[src/rtl/fft_pkg.sv]
// Shared constants, sample type and helpers for the FFT front end.
// hann_coef is used only when FFT_FRAME_WINDOW_EN is defined.
package fft_pkg;

  localparam int ADC_W      = 12;
  localparam int DATA_W     = 13;
  localparam int ADC_OFFSET = 2048;

  typedef logic signed [DATA_W-1:0] sample_t;

  // Offset-binary ADC code to Q1.12: remove mid-scale, then scale by two.
  function automatic sample_t to_q112(input logic [ADC_W-1:0] code);
    sample_t d;
    d = $signed({1'b0, code}) - sample_t'(ADC_OFFSET);
    return d <<< 1;
  endfunction

  // Reverses the low `width` bits of value; width is 1..10.
  function automatic logic [9:0] bitrev(input logic [9:0] value, input int width);
    logic [9:0] r;
    r = '0;
    for (int i = 0; i < 10; i++)
      if (i < width) r[i] = value[width-1-i];
    return r;
  endfunction

  // Hann coefficient, 4096 = 1.0; evaluated at elaboration time only.
  function automatic logic [DATA_W-1:0] hann_coef(input int n, input int n_log2);
    real ph;
    ph = 2.0 * 3.14159265358979 * n / (1 << n_log2);
    return DATA_W'($rtoi(2048.0 * (1.0 - $cos(ph)) + 0.5));
  endfunction

endpackage

[src/rtl/fft_frame_buffer_hann_rom.sv]
// Combinational Hann window ROM indexed by natural-order sample index.
// Instantiated only when FFT_FRAME_WINDOW_EN is defined.
module hann_rom
  import fft_pkg::*;
#(
  parameter int N_LOG2 = 2
) (
  input  logic [N_LOG2-1:0] idx,
  output logic [DATA_W-1:0] coef
);

  localparam int N = 1 << N_LOG2;

  logic [DATA_W-1:0] rom [N];

  for (genvar g = 0; g < N; g++) begin : g_rom
    assign rom[g] = hann_coef(g, N_LOG2);
  end

  assign coef = rom[idx];

endmodule

[src/rtl/fft_frame_buffer.sv]
// Ping-pong frame buffer: fills one bank in natural order while the other
// streams out bit-reversed. Define FFT_FRAME_WINDOW_EN to apply a Hann window.
module fft_frame_buffer
  import fft_pkg::*;
#(
  parameter int N_LOG2 = 2
) (
  input  logic                     clk,
  input  logic                     rst_n,
  input  logic                     in_valid,
  input  logic [ADC_W-1:0]         in_data,
  input  logic                     out_ready,
  output logic                     out_valid,
  output logic signed [DATA_W-1:0] out_data,
  output logic [N_LOG2-1:0]        out_index,
  output logic                     out_last,
  output logic                     overrun
);

  localparam int N = 1 << N_LOG2;
  localparam logic [N_LOG2-1:0] LAST_IDX = '1;
  localparam logic [N_LOG2-1:0] ONE      = N_LOG2'(1);

  // READ: samples remain to be loaded; LAST: final sample held, awaiting transfer.
  localparam logic [1:0] ST_IDLE = 2'd0;
  localparam logic [1:0] ST_READ = 2'd1;
  localparam logic [1:0] ST_LAST = 2'd2;

  logic [1:0]        state_q, state_d;
  logic [N_LOG2-1:0] rd_cnt_q, rd_cnt_d;
  logic [N_LOG2-1:0] wr_cnt_q, wr_cnt_d;
  logic              wr_bank_q, wr_bank_d;
  logic              overrun_q, overrun_d;
  logic              out_valid_q, out_valid_d;
  sample_t           out_data_q, out_data_d;
  logic [N_LOG2-1:0] out_index_q, out_index_d;
  logic              out_last_q, out_last_d;

  sample_t           buf_mem [2][N];
  logic [N_LOG2-1:0] rd_addr;
  sample_t           rd_word;
  sample_t           load_data;
  logic              xfer, load, frame_done, rd_free, swap;

  always_ff @(posedge clk)
    if (in_valid) buf_mem[wr_bank_q][wr_cnt_q] <= to_q112(in_data);

  // The read bank is always the one not being written.
  assign rd_addr = N_LOG2'(bitrev(10'(rd_cnt_q), N_LOG2));
  assign rd_word = buf_mem[~wr_bank_q][rd_addr];

`ifdef FFT_FRAME_WINDOW_EN
  logic [DATA_W-1:0]  coef;
  logic signed [26:0] prod;

  hann_rom #(.N_LOG2(N_LOG2)) u_hann_rom (
    .idx  (rd_addr),
    .coef (coef)
  );

  // Coefficient reaches 4096, so it is widened to stay positive as signed.
  assign prod      = rd_word * $signed({1'b0, coef});
  assign load_data = prod[24:12];
`else
  assign load_data = rd_word;
`endif

  assign xfer       = out_valid_q & out_ready;
  assign load       = (state_q == ST_READ) & (~out_valid_q | out_ready);
  assign frame_done = in_valid & (wr_cnt_q == LAST_IDX);
  assign rd_free    = (state_q == ST_IDLE) | ((state_q == ST_LAST) & xfer);
  assign swap       = frame_done & rd_free;

  always_comb begin
    state_d     = state_q;
    rd_cnt_d    = rd_cnt_q;
    wr_cnt_d    = wr_cnt_q;
    wr_bank_d   = wr_bank_q;
    overrun_d   = overrun_q;
    out_valid_d = out_valid_q;
    out_data_d  = out_data_q;
    out_index_d = out_index_q;
    out_last_d  = out_last_q;

    if (in_valid) wr_cnt_d = wr_cnt_q + ONE;
    if (frame_done && !rd_free) overrun_d = 1'b1;

    case (state_q)
      ST_READ: begin
        if (load) begin
          out_valid_d = 1'b1;
          out_data_d  = load_data;
          out_index_d = rd_addr;
          out_last_d  = (rd_cnt_q == LAST_IDX);
          rd_cnt_d    = rd_cnt_q + ONE;
          if (rd_cnt_q == LAST_IDX) state_d = ST_LAST;
        end
      end
      ST_LAST: begin
        if (xfer) begin
          out_valid_d = 1'b0;
          out_last_d  = 1'b0;
          state_d     = ST_IDLE;
        end
      end
      default: ;
    endcase

    // A swap on the final transfer edge keeps streaming without visiting IDLE.
    if (swap) begin
      state_d   = ST_READ;
      rd_cnt_d  = '0;
      wr_bank_d = ~wr_bank_q;
    end
  end

  always_ff @(posedge clk) begin
    if (!rst_n) begin
      state_q     <= ST_IDLE;
      rd_cnt_q    <= '0;
      wr_cnt_q    <= '0;
      wr_bank_q   <= 1'b0;
      overrun_q   <= 1'b0;
      out_valid_q <= 1'b0;
      out_data_q  <= '0;
      out_index_q <= '0;
      out_last_q  <= 1'b0;
    end else begin
      state_q     <= state_d;
      rd_cnt_q    <= rd_cnt_d;
      wr_cnt_q    <= wr_cnt_d;
      wr_bank_q   <= wr_bank_d;
      overrun_q   <= overrun_d;
      out_valid_q <= out_valid_d;
      out_data_q  <= out_data_d;
      out_index_q <= out_index_d;
      out_last_q  <= out_last_d;
    end
  end

  assign out_valid = out_valid_q;
  assign out_data  = out_data_q;
  assign out_index = out_index_q;
  assign out_last  = out_last_q;
  assign overrun   = overrun_q;

endmodule

[config.mk]
export PLATFORM = sky130hd
export DESIGN_NAME = fft_frame_buffer
export DESIGN_NICKNAME = d
export VERILOG_FILES = /design/src/rtl/fft_pkg.sv /design/src/rtl/fft_frame_buffer_hann_rom.sv /design/src/rtl/fft_frame_buffer.sv
export SDC_FILE = /design/constraint.sdc
export NUM_CORES = 1
export LEC_CHECK = 0
export BUFFER_PORTS_ARGS = -buffer_cell sky130_fd_sc_hd__buf_4
export CORE_ASPECT_RATIO = 0.5
export CORE_MARGIN = 1.5
export CORE_UTILIZATION = 53
export CTS_CLUSTER_SIZE = 16
export DETAILED_ROUTE_END_ITERATION = 10
export GPL_TIMING_DRIVEN = 0
export PLACE_DENSITY = 0.74
export SYNTH_ARGS = -nofsm -noshare
export SYNTH_HDL_FRONTEND = slang
export SYNTH_SLANG_ARGS = --single-unit
[constraint.sdc]
create_clock -name clk -period 1.4 [get_ports clk]
set_input_delay 0.14 -clock clk [delete_from_list [all_inputs] [get_ports clk]]
set_output_delay 0.14 -clock clk [all_outputs]
set_load 0.03 [all_outputs]
Word level (Yosys, flattened, before mapping) --
Memories as Yosys holds them, arrays and structs flattened. Cells that the tools add are included.
Word-level totals: memories 1, memory bits (writable) 96, input port bits 16, logic and storage cells 67, output and inout bits 18, flip-flop bits (word level) 25
Operators by class: multiplexer cells 17, magnitude comparators 3, bitwise logic cells 12, add/subtract/negate cells 3, equal/unequal tests 10, reduce and logical (&&, ||, !) cells 11
Memory list:
- buf_mem | words 2, bits a word 48, read ports 1, clocked after Yosys merged registers in 0, write ports 1, RTL line fft_frame_buffer.sv:39 | sample_t buf_mem [2][N];
Operator list (count):
- $mux W52 | 1
- $mux W13 | 3
- $bmux W13 S2 | 1
- $demux W13 S2 | 1
- $sub A12 B12 Y12 const B | 1
- $reduce_and A4 Y1 | 2
- $eq A2 B2 Y1 const B | 3
- $ge A3 B3 Y1 const B | 2
- $mux W2 | 3
- $ne A3 B3 Y1 const B | 2
- $not A2 Y3 | 2
- $and A1 B1 Y1 | 5
- $mux W1 | 5
- $add A2 B1 Y2 const B | 2
- $ne A2 B2 Y1 const B | 2
- $pmux W1 S2 | 2
- $pmux W2 S2 | 1
- $lt A3 B1 Y1 const B | 1
- $ne A3 B2 Y1 const B | 1
- $not A1 Y1 | 3
- $reduce_and A3 Y1 | 1
- $reduce_bool A3 Y1 | 1
- $eq A2 B1 Y1 const B | 1
- $logic_and A1 B1 Y1 | 2
- 7 further kinds | 8

Longest topological paths before layout --
depth in word-level cells 6, depth in mapped cells 6, depth with buffers taken out 5

Least setup slack after synthesis --
Ideal clock, no wire load.
path type reg-to-reg, start register out_valid_q, in the netlist out_valid, end register out_data_q[10], in the netlist out_data[10], path slack -0.014 ns, setup time 0.122 ns, required time 1.278 ns, path buffers 2, stages on the path, launching flop included 7, period minus slack after synthesis 1.414 ns, arrival 1.293 ns, cell sequence dfxtp_1 > nor2b_1 > nor2b_1 > buf_4 > buf_2 > o21ai_0 > a21oi_1
On the way: longest elaborated chain between the ends 4
RTL lines:
- start: declaration | RTL line fft_frame_buffer.sv:34 | logic out_valid_q, out_valid_d;
- start signal: assignment | RTL line fft_frame_buffer.sv:134 | out_valid_q <= out_valid_d;
- $not A1 Y1 | RTL line fft_frame_buffer.sv:69 | assign load = (state_q == ST_READ) & (~out_valid_q | out_ready);
- $or A1 B1 Y1 | RTL line fft_frame_buffer.sv:69
- $and A1 B1 Y1 | RTL line fft_frame_buffer.sv:69
- $reduce_and A2 Y1 (no line)
- end signal: assignment | RTL line fft_frame_buffer.sv:135 | out_data_q <= out_data_d;
- end: declaration | RTL line fft_frame_buffer.sv:35 | sample_t out_data_q, out_data_d;
Every way passes these cells. A chain may end at the register's enable or synchronous reset.

Worst setup path after layout --
start register rd_cnt_q[1], end register out_data_q[4], in the netlist out_data[4]
On the way: longest elaborated chain between the ends 4
RTL lines:
- start: declaration | RTL line fft_frame_buffer.sv:30 | logic [N_LOG2-1:0] rd_cnt_q, rd_cnt_d;
- start signal: assignment | RTL line fft_frame_buffer.sv:130 | rd_cnt_q <= rd_cnt_d;
- $not A2 Y3 | RTL line fft_frame_buffer.sv:50 | assign rd_word = buf_mem[~wr_bank_q][rd_addr];
- $bmux W13 S2 | RTL line fft_frame_buffer.sv:50
- $mux W13 (implied by the code) (2 in a row) | RTL line fft_frame_buffer.sv:50
Every way passes these cells. The select of a mux whose other input is x is not followed.

==> metrics.txt <==
status=finished, violations left; failing checks=negative setup slack; maximum VDD drop=0.9054 mV; fin crit share=108.4%; Slew Limit Fails=0; final hold slack=0.02377 ns; Hold Path Class=input port to register; actual transition at the worst max-transition pin=0.6663 ns; Die H=69.90 um; Cell Rows=24; placed insts=441; PwrDens=1391 mW/mm^2; CP startpoint=rd_cnt_q[1]$_SDFFE_PP0P_; final wirelength=12.16 mm; Final Skew=0.009255 ns; Hold Startpoint=rst_n; share of layout cells above drive strength 1=39.84%; reg2reg setup slack=-0.12 ns; Tot GR Track Use=25.62%; worst path cell trace=buf_12 > mux2_2 > o22ai_2 > a221o_1 > a21oi_2; DIE AREA=0.009561 mm^2; Mapped Area=0.004743 mm^2; most common cell in the synthesized netlist=edfxtp_1; pin count of the biggest net entering global routing=17; Diodes inserted=0; Synth area leaders=edfxtp_1, dfxtp_1, mux2i_1; Slew HR=55.58%; clock sinks=120; IO Pins=34; final worst slack=-0.1177 ns; CTS H-tree lvls=4; area share of the largest cell type after synthesis=60.78%; Final Hold Violating Endpoints=0; crit end category=register; cell taking the most area after synthesis=edfxtp_1; vias per cell=6.026; DRT iter0 DRCs=354; Core Region=0.008708 mm^2; Inserted Clock Buffers=17; share of synthesized area occupied by flip-flops and latches=70.90%; WP data required=1.70 ns; Routed Antenna Nets=0; asr flop ratio synth=0%; count of flip-flops with a built-in enable after synthesis=96; Worst path max stage delay=0.45 ns; gpl congestion=0.7849; Synth Net Count=314; initial antenna violation count=0; CP arrival=1.81 ns; DR DRC count=0; Crit Reg-Reg Startpoint=rd_cnt_q[1]$_SDFFE_PP0P_; critical path type=register to register; clock-pin transition on the worst setup and hold timing paths=0.05 ns; max-cap violation count=0; CTS tree=done; Root Buffer Master=clkbuf_16; first-pass GRT wire length=16.79 mm; vias in the first global route=2914; LEAKAGE=2.244 nW; detailed-route via count=3019; final core utilization=72.70%; ys flop type=edfxtp_1; Avg Cell Area, Syn=16.19 um^2; setup violators final=12; crit start category=register; Final Non-Filler Cells=501; FF+latch count, synth=120; clock latency on the worst-skew pair=0.42 ns; GRT overflow=0; RSZ-0062 raised after global routing=true; drt first pass iters=5; Worst Path Max Fanout=10; slowest CP cell=dfxtp_4; final net count=392; Post-synth top cells=edfxtp_1, mux2i_1, dfxtp_1; Detailed Place HPWL=6.152 mm; min Tclk post-route=1.518 ns; detailed-route wire length per cell=24.28 um; Clock Tree Buf Depth=2; die width=136.8 um; Mapped Cells=293; Area Overhead vs Synth=33.47%; Netlist cell types=32; initial core utilization=54.47%; warnings from Yosys=0; Achievable Freq=658.9 MHz; Port Buffer Count=31
## cell families after synthesis
kind of cell	after synthesis	share of synthesized area (%)
flops	120	70.90
buf+inv	20	3.218
other cells	1	0.07906
mux	53	11.82
simple gates	32	3.851
xor+xnor	3	0.5540
fa+ha+maj	5	1.319
compound gates	59	8.256
## final timing paths
check,endpoint,cells past startpoint
max,out_data[4]$_SDFFE_PN0P_,5
min reg2reg,overrun$_SDFFE_PN0P_,1
max reg2reg,out_data[4]$_SDFFE_PN0P_,5
min,out_last$_SDFFE_PN0P_,3
## power by group
group,switching (mW),internal (mW),leakage [nW]
logic,0.225,0.156,0.880
registers,0.0322,3.94,1.07
clock network,1.52,2.93,0.294
total,1.78,7.02,2.24
## per-layer routing
layer  track usage, %  wire length [um]  up-vias
li1                 -                 -     1297
met1            33.67              4972     1517
met2            39.53              5762      179
met3            8.206              1166       26
met4            11.11               260        0
met5                0                 0        -
## registers in the layout, indices dropped and copies added, names as in the netlist
| register | flops |
|---|---|
| buf_mem | 96 |
| out_data | 12 |
| out_index | 2 |
| rd_cnt_q | 2 |
| state_q | 2 |
| wr_cnt_q | 2 |
| out_last | 1 |
| out_valid | 1 |
| overrun | 1 |
| wr_bank_q | 1 |
## stage by stage
step	worst slack (ns)	power [mW]	TNS [ns]	area [um^2]
after floorplan	0.05740	4.189	0	4745
after global placement	-0.2782	4.308	-25.32	5124
after detailed placement	-0.3756	4.331	-33.08	5124
after CTS	-0.1260	8.749	-6.754	6083
after global routing	-0.1443	8.986	-2.577	6331
final	-0.1177	8.805	-0.4387	6331
## cells in the final DEF (no fill, tap or decap), types with 3 or more instances in the layout
| cell | Yosys | final |
|---|---|---|
| and2_4 | 0 | 4 |
| a21oi_1 | 14 | 9 |
| a21oi_2 | 0 | 5 |
| mux2_2 | 22 | 14 |
| nor2_1 | 5 | 4 |
| o22ai_2 | 0 | 10 |
| clkbuf_8 | 0 | 3 |
| and3_4 | 0 | 5 |
| clkbuf_1 | 3 | 6 |
| mux2i_1 | 29 | 28 |
| clkbuf_16 | 0 | 18 |
| inv_1 | 3 | 3 |
| dfxtp_4 | 0 | 3 |
| dfxtp_2 | 0 | 4 |
| nor2b_1 | 9 | 5 |
| clkinv_2 | 0 | 3 |
| dfxtp_1 | 24 | 17 |
| buf_4 | 2 | 41 |
| dlygate4sd3_1 | 0 | 12 |
| o21ai_0 | 14 | 9 |
| o21ai_1 | 0 | 5 |
| bufinv_16 | 0 | 3 |
| a221o_1 | 12 | 12 |
| ha_1 | 5 | 5 |
| mux2_4 | 0 | 8 |
| buf_6 | 4 | 7 |
| buf_12 | 2 | 6 |
| edfxtp_1 | 96 | 96 |
| nor2b_2 | 0 | 3 |
## repair_timing
action / CTS / global route
buffers inserted: 6 / 5
pin swaps: 11 / 15
gates resized for setup: 44 / 56
cloned: 2 / 4
hold endpoints to repair: 88 / 1
setup endpoints to repair: 112 / 113
hold buffers: 11 / 1
## cell type report
type                    instances  area (um^2)
plain buffers                  16        191.4
clock buffers                  24        481.7
clock inverters                 8        121.4
fillers                       503         2377
inverters                       3        11.26
multi-input cells             155         1441
flip-flops and latches        120         3379
well taps                     117        146.4
repair buffers                 58        558.0
## worst max-delay path, delay by kind of cell, from the launching register on
kind	cells	cell delay (ns)
AOI/OAI and AO/OA	3	0.41
buffers and inverters	1	0.17
DFF	1	0.45
muxes	1	0.35
Power figures use the tool's default switching activity.
